--- src/rtl/lcd_pkg.sv ---
// rtl/lcd_pkg.sv - shared LCD geometry, mode encodings and write-queue entry types
package lcd_pkg;

  localparam int LCD_W        = 160;
  localparam int LCD_H        = 144;
  localparam int FRAME_PIXELS = LCD_W * LCD_H;

  localparam int ADDR_W_DEF = 16;
  localparam int DATA_W_DEF = 15;

  typedef enum logic [1:0] {
    MODE_HBLANK = 2'b00,
    MODE_VBLANK = 2'b01,
    MODE_OAM    = 2'b10,
    MODE_XFER   = 2'b11
  } lcd_mode_t;

  typedef struct packed {
    logic [ADDR_W_DEF-1:0] addr;
    logic [DATA_W_DEF-1:0] data;
  } fifo_entry_t;

  typedef enum logic {
    SRC1 = 1'b0,
    SRC2 = 1'b1
  } src_t;

endpackage

--- src/rtl/lcd_wr_fifo.sv ---
// rtl/lcd_wr_fifo.sv - small register FIFO holding pending frame-buffer writes for one source
module lcd_wr_fifo #(
  parameter int WIDTH = 31,
  parameter int DEPTH = 4
) (
  input  logic                     clk,
  input  logic                     rst_n,
  input  logic                     push,
  input  logic [WIDTH-1:0]         push_data,
  input  logic                     pop,
  output logic [WIDTH-1:0]         pop_data,
  output logic                     full,
  output logic                     empty,
  output logic [$clog2(DEPTH):0]   count
);

  localparam int PW = $clog2(DEPTH);
  localparam logic [PW:0] DEPTH_C = (PW+1)'(DEPTH);

  logic [WIDTH-1:0] mem_q [DEPTH];
  logic [WIDTH-1:0] mem_d [DEPTH];
  logic [PW-1:0]    wr_ptr_q, wr_ptr_d;
  logic [PW-1:0]    rd_ptr_q, rd_ptr_d;
  logic [PW:0]      count_q, count_d;
  logic             do_push, do_pop;

  assign full     = (count_q == DEPTH_C);
  assign empty    = (count_q == '0);
  assign count    = count_q;
  assign pop_data = mem_q[rd_ptr_q];

  // A push into a full FIFO is legal when the same cycle frees a slot.
  always_comb begin
    do_pop   = pop && !empty;
    do_push  = push && (!full || do_pop);
    mem_d    = mem_q;
    wr_ptr_d = wr_ptr_q;
    rd_ptr_d = rd_ptr_q;
    count_d  = count_q;
    if (do_push) begin
      mem_d[wr_ptr_q] = push_data;
      wr_ptr_d        = wr_ptr_q + 1'b1;
    end
    if (do_pop) begin
      rd_ptr_d = rd_ptr_q + 1'b1;
    end
    case ({do_push, do_pop})
      2'b10:   count_d = count_q + 1'b1;
      2'b01:   count_d = count_q - 1'b1;
      default: count_d = count_q;
    endcase
  end

  always_ff @(posedge clk or negedge rst_n) begin
    if (!rst_n) begin
      for (int i = 0; i < DEPTH; i++) begin
        mem_q[i] <= '0;
      end
      wr_ptr_q <= '0;
      rd_ptr_q <= '0;
      count_q  <= '0;
    end else begin
      for (int i = 0; i < DEPTH; i++) begin
        mem_q[i] <= mem_d[i];
      end
      wr_ptr_q <= wr_ptr_d;
      rd_ptr_q <= rd_ptr_d;
      count_q  <= count_d;
    end
  end

endmodule

--- src/rtl/lcd_wr_arbiter.sv ---
// rtl/lcd_wr_arbiter.sv - round-robin merge of two LCD pixel streams onto one frame-buffer write port
module lcd_wr_arbiter #(
  parameter int DATA_W       = 15,
  parameter int ADDR_W       = 16,
  parameter int FIFO_DEPTH   = 4,
  parameter int FRAME_PIXELS = lcd_pkg::FRAME_PIXELS,
  parameter int BASE2        = 23040
) (
  input  logic              clk,
  input  logic              reset_n,
  input  logic              ce1,
  input  logic [DATA_W-1:0] data1,
  input  logic [1:0]        mode1,
  input  logic              on1,
  input  logic              ce2,
  input  logic [DATA_W-1:0] data2,
  input  logic [1:0]        mode2,
  input  logic              on2,
  input  logic              clr_ovf,
  output logic              wr_en,
  output logic [ADDR_W-1:0] wr_addr,
  output logic [DATA_W-1:0] wr_data,
  output logic              frame_done1,
  output logic              frame_done2,
  output logic              ovf1,
  output logic              ovf2
);

  import lcd_pkg::*;

  localparam int CW = $clog2(FIFO_DEPTH) + 1;
  localparam int EW = ADDR_W + DATA_W;
  localparam logic [ADDR_W-1:0] FRAME_LEN = ADDR_W'(FRAME_PIXELS);
  localparam logic [ADDR_W-1:0] BASE2_A   = ADDR_W'(BASE2);
  localparam logic [ADDR_W-1:0] LAST1     = FRAME_LEN - 1'b1;
  localparam logic [ADDR_W-1:0] LAST2     = BASE2_A + FRAME_LEN - 1'b1;
  localparam logic [CW-1:0]     DEPTH_C   = CW'(FIFO_DEPTH);

  logic [ADDR_W-1:0] ptr1_q, ptr1_d, ptr2_q, ptr2_d;
  logic              ovf1_q, ovf1_d, ovf2_q, ovf2_d;
  src_t              last_grant_q, last_grant_d;
  logic              wr_en_q, wr_en_d;
  logic [ADDR_W-1:0] wr_addr_q, wr_addr_d;
  logic [DATA_W-1:0] wr_data_q, wr_data_d;
  logic              frame_done1_q, frame_done1_d, frame_done2_q, frame_done2_d;

  logic              rst1, rst2, take1, take2;
  logic              push1, push2, pop1, pop2, drop1, drop2;
  logic              full1, full2, empty1, empty2;
  logic [CW-1:0]     count1, count2;
  logic [EW-1:0]     entry1, entry2, head1, head2;

  lcd_wr_fifo #(.WIDTH(EW), .DEPTH(FIFO_DEPTH)) u_fifo1 (
    .clk(clk), .rst_n(reset_n), .push(push1), .push_data(entry1), .pop(pop1),
    .pop_data(head1), .full(full1), .empty(empty1), .count(count1)
  );

  lcd_wr_fifo #(.WIDTH(EW), .DEPTH(FIFO_DEPTH)) u_fifo2 (
    .clk(clk), .rst_n(reset_n), .push(push2), .push_data(entry2), .pop(pop2),
    .pop_data(head2), .full(full2), .empty(empty2), .count(count2)
  );

  // Source 2 wins only when source 1 has nothing or got the previous slot.
  always_comb begin
    rst1   = !on1 || (mode1 == MODE_VBLANK);
    rst2   = !on2 || (mode2 == MODE_VBLANK);
    take1  = ce1 && !rst1 && (ptr1_q < FRAME_LEN);
    take2  = ce2 && !rst2 && (ptr2_q < FRAME_LEN);
    pop2   = !empty2 && (empty1 || (last_grant_q == SRC1));
    pop1   = !empty1 && !pop2;
    push1  = take1 && (!full1 || pop1);
    push2  = take2 && (!full2 || pop2);
    drop1  = take1 && (count1 == DEPTH_C) && !pop1;
    drop2  = take2 && (count2 == DEPTH_C) && !pop2;
    entry1 = {ptr1_q, data1};
    entry2 = {BASE2_A + ptr2_q, data2};
  end

  // Dropped pixels still advance the pointer so later pixels land at their true position.
  always_comb begin
    ptr1_d        = rst1 ? '0 : (take1 ? ptr1_q + 1'b1 : ptr1_q);
    ptr2_d        = rst2 ? '0 : (take2 ? ptr2_q + 1'b1 : ptr2_q);
    ovf1_d        = drop1 || (ovf1_q && !clr_ovf);
    ovf2_d        = drop2 || (ovf2_q && !clr_ovf);
    last_grant_d  = last_grant_q;
    wr_en_d       = pop1 || pop2;
    wr_addr_d     = wr_addr_q;
    wr_data_d     = wr_data_q;
    frame_done1_d = pop1 && (head1[EW-1 -: ADDR_W] == LAST1);
    frame_done2_d = pop2 && (head2[EW-1 -: ADDR_W] == LAST2);
    if (pop1) begin
      last_grant_d           = SRC1;
      {wr_addr_d, wr_data_d} = head1;
    end else if (pop2) begin
      last_grant_d           = SRC2;
      {wr_addr_d, wr_data_d} = head2;
    end
  end

  always_ff @(posedge clk or negedge reset_n) begin
    if (!reset_n) begin
      ptr1_q        <= '0;
      ptr2_q        <= '0;
      ovf1_q        <= 1'b0;
      ovf2_q        <= 1'b0;
      last_grant_q  <= SRC2;
      wr_en_q       <= 1'b0;
      wr_addr_q     <= '0;
      wr_data_q     <= '0;
      frame_done1_q <= 1'b0;
      frame_done2_q <= 1'b0;
    end else begin
      ptr1_q        <= ptr1_d;
      ptr2_q        <= ptr2_d;
      ovf1_q        <= ovf1_d;
      ovf2_q        <= ovf2_d;
      last_grant_q  <= last_grant_d;
      wr_en_q       <= wr_en_d;
      wr_addr_q     <= wr_addr_d;
      wr_data_q     <= wr_data_d;
      frame_done1_q <= frame_done1_d;
      frame_done2_q <= frame_done2_d;
    end
  end

  assign wr_en       = wr_en_q;
  assign wr_addr     = wr_addr_q;
  assign wr_data     = wr_data_q;
  assign frame_done1 = frame_done1_q;
  assign frame_done2 = frame_done2_q;
  assign ovf1        = ovf1_q;
  assign ovf2        = ovf2_q;

endmodule

--- config.mk ---
export PLATFORM = sky130hd
export DESIGN_NAME = lcd_wr_arbiter
export DESIGN_NICKNAME = d
export VERILOG_FILES = /design/src/rtl/lcd_pkg.sv /design/src/rtl/lcd_wr_fifo.sv /design/src/rtl/lcd_wr_arbiter.sv
export SDC_FILE = /design/constraint.sdc
export NUM_CORES = 1
export LEC_CHECK = 0
export BUFFER_PORTS_ARGS = -buffer_cell sky130_fd_sc_hd__clkbuf_2
export CORE_UTILIZATION = 55
export DETAILED_ROUTE_END_ITERATION = 16
export HOLD_SLACK_MARGIN = 0.06
export PLACE_DENSITY = 0.73
export SYNTH_ARGS = -nofsm -noshare
export SYNTH_HDL_FRONTEND = slang
export SYNTH_SLANG_ARGS = --single-unit
--- constraint.sdc ---
create_clock -name clk -period 7.2 [get_ports clk]
set_input_delay 0.72 -clock clk [delete_from_list [all_inputs] [get_ports clk]]
set_output_delay 0.72 -clock clk [all_outputs]
set_load 0.01 [all_outputs]
==> results_dict.tcl <==
set metrics [dict create \
    finalNonFillerCells 1537 \
    ctsLongestPathBuffers 3 \
    synth_compound_gate_area_share_pct 3.64 \
    timing.slew.headroom_pct 28.0 \
    critical_path_required_ps 7630 \
    synth_most_common_cell "dfrtp_1" \
    async_sr_flop_fraction_pct 100 \
    synth_simple_gate_area_share_pct 6.68 \
    floorplan.rows 60 \
    seq_area_frac_synth_pct 54.4 \
    syn_avg_cell_area_um2 14.0 \
    r2r_slack_ps 3710 \
    grt_pass1_wl_um 51500 \
    ir_drop_uv 226 \
    worst_setup_path_start_kind "flop" \
    via_count_of_the_first_global_routing_pass 9307 \
    antenna_found_initial 0 \
    top_level_ports 77 \
    synth-xor-area-share_pct 0.977 \
    cts_post_setup_buffers_inserted 0 \
    insertedDiodeCount 0 \
    core-area_um2 27100 \
    area_growth_syn_to_layout_pct 11.7 \
    syn_nets 1148 \
    drcViolationCount 0 \
    dominant_combinational_cell_family_by_area_after_synthesis "multiplexers" \
    groute.usage.overall_pct 23.3 \
    routed_via_count 9047 \
    setup-violations-final 0 \
    pwr_density_cell_nw_per_um2 381 \
    reg2regPathDepth 9 \
    path_class "flop to flop" \
    holdBufCountCts 0 \
    initialDrtViolationCount 622 \
    syn_inst 1092 \
    fp.dieH_um 168 \
    yosys.area.top_type_share_pct 54.2 \
    placed_cells 1480 \
    port-buffer-count 76 \
    rsz0062_at_grt "false" \
    place_hpwl_um 20600 \
    synth.top_cells.by_area "dfrtp_1 (54%), mux2_2 (15%), mux4_2 (9.2%)" \
    synth_warnings 0 \
    crit_path_end_kind "flop" \
    final_min_period_over_clock_period_pct 48.5 \
    ys_ff_latch 331 \
    clock-sinks 331 \
    wl_um 31200 \
    globalRouteOverflowTotal 0 \
    worst_r2r_dst "u_fifo1.count[2]" \
    synth_edf_count 0 \
    p_leak_nw 7.76 \
    netlist_area_um2 15200 \
    slew_violations 0 \
    cap_viol_max_count 0 \
    clock_tree.root_cell "clkbuf_16" \
    maximum_number_of_pins_on_one_net_before_global_route_repair 174 \
    num-fill-cells 2065 \
    synth_adder_area_share_pct 1.33 \
    worst_path_max_fanout 19 \
    floorplan.initialDensity_pct 56.2 \
    cp_data_arrival_time_ps 3920 \
    drive_above_1_share_pct 36.4 \
    layout_min_cycle_time_ps 3490 \
    min-delay-path-class "primary input to async pin" \
    tritoncts "done" \
    clock_slew_at_the_register_clock_pins_of_the_worst_setup_and_hold_paths_ps 60 \
    crit-reg2reg-launch "u_fifo2.count[0]" \
    dominantRegCellSynth "dfrtp_1" \
    total_power_mw 6.48 \
    ant_nets 0 \
    gpl.final_weighted_congestion 0.800 \
    synth_top_cell_by_area "dfrtp_1" \
    run_status "finished, final reports clean" \
    multiplexer_area_fraction_after_synthesis_pct 29.9 \
    setup_tns_ps 0 \
    viasPerCell 5.89 \
    final_hold_viol_count 0 \
    cts-resized-gates 0 \
    clock-skew-final_ps 12.0 \
    floorplan.die.width_um 168 \
    dieArea_um2 28400 \
    max_freq_mhz 286 \
    worstSkewPairLatency_ps 510 \
    layout.nets 1201 \
    yosys.cell_types.count 57 \
    drtPass1Iterations 5 \
    cts-buffers-inserted 35 \
    worst_slew_pin_slew_ps 1070 \
    htreeDepth 2 \
    synth.cells.most_frequent "dfrtp_1 (330), mux2_2 (207), nand2_1 (72)" \
    routed_wire_length_per_instance_um 20.3 \
]
[placed cells by master (no fill, tap or decap), types with 14 or more instances in the layout]
cell and n:
or3_1 15, clkbuf_2 75, nand4_1 16, o21ai_0 28, mux2_1 35, nand2_1 72
a21oi_1 15, clkbuf_16 37, inv_1 28, mux2i_1 44, mux2_2 207, buf_4 14
mux4_2 62, nor4_1 16, dfrtp_1 328
[state kept, by name (all words and copies together) (netlist names), 2 cells and up]
name,cells
ptr1_q,16
ptr2_q,16
u_fifo1.count,3
u_fifo1.mem_q,124
u_fifo1.rd_ptr_q,2
u_fifo1.wr_ptr_q,2
u_fifo2.count,3
u_fifo2.mem_q,124
u_fifo2.rd_ptr_q,2
u_fifo2.wr_ptr_q,2
wr_addr,16
wr_data,15
[layout make-up]
cell class	count	area, µm²	share of cell area (%)
clock buffer	48	1020	5.98
clock inverter	9	129	0.757
sequential	331	8290	48.7
multi-input combinational	656	6500	38.2
tap	372	465	2.73
inverter	30	113	0.661
timing repair buffer	91	515	3.03
[worst max path at each step]
stage / startpoint / endpoint / cells after the start
after floorplan: u_fifo2.count[0] / u_fifo1.count[2] / 11
after global routing: u_fifo2.count[1] / u_fifo1.count[2] / 9
after global placement: u_fifo2.count[0] / u_fifo1.count[2] / 9
after CTS: u_fifo2.count[0] / u_fifo1.count[2] / 9
final: u_fifo2.count[0] / u_fifo1.count[2] / 9
after detailed placement: u_fifo2.count[0] / u_fifo1.count[2] / 9
[kinds of logic after synthesis]
family / count (synthesis)
DFF: 331
AOI/OAI and AO/OA: 86
adders and majority gates: 15
xor gates and xnor gates: 17
buffers and inverters: 105
muxes: 348
and+or+nand+nor: 190
[power by group]
part / leakage (nW) / total [mW] / switching, mW / internal (mW)
combinational: 2.96 / 1.97 / 0.942 / 1.03
clock: 0.558 / 1.80 / 0.704 / 1.09
sequential: 4.24 / 2.72 / 0.334 / 2.38
[per-layer routing]
| layer | GRT usage (%) | vias to the layer above | share of wire [%] |
|---|---|---|---|
| li1 | - | 4120 | - |
| met1 | 34.7 | 4746 | 48 |
| met2 | 36.7 | 136 | 47 |
| met3 | 2.87 | 45 | 3.4 |
| met4 | 5.97 | 0 | 1.9 |
| met5 | 0 | - | 0 |
[critical path, stage by stage (launching register included)]
cell,delay [ps]
dfrtp_1,430
nor3_2,870
o21ai_2,510
inv_2,490
ha_1,270
inv_1,60
fa_1,380
xor2_1,150
nor2_1,110
xor2_1,140
[metrics by stage]
| stage | setup slack (ps) | instance area [µm²] | utilization [%] | hold WS, ps |
|---|---|---|---|---|
| floorplan | 4660 | 15200 | - | 424 |
| global placement | 3840 | 15900 | 58.6 | 465 |
| detailed placement | 3790 | 15900 | 58.6 | 473 |
| CTS | 3750 | 17000 | 62.8 | 255 |
| global route | 3480 | 17000 | 62.8 | 275 |
| finish | 3710 | 17000 | 62.8 | 230 |
Power figures use the tool's default switching activity.
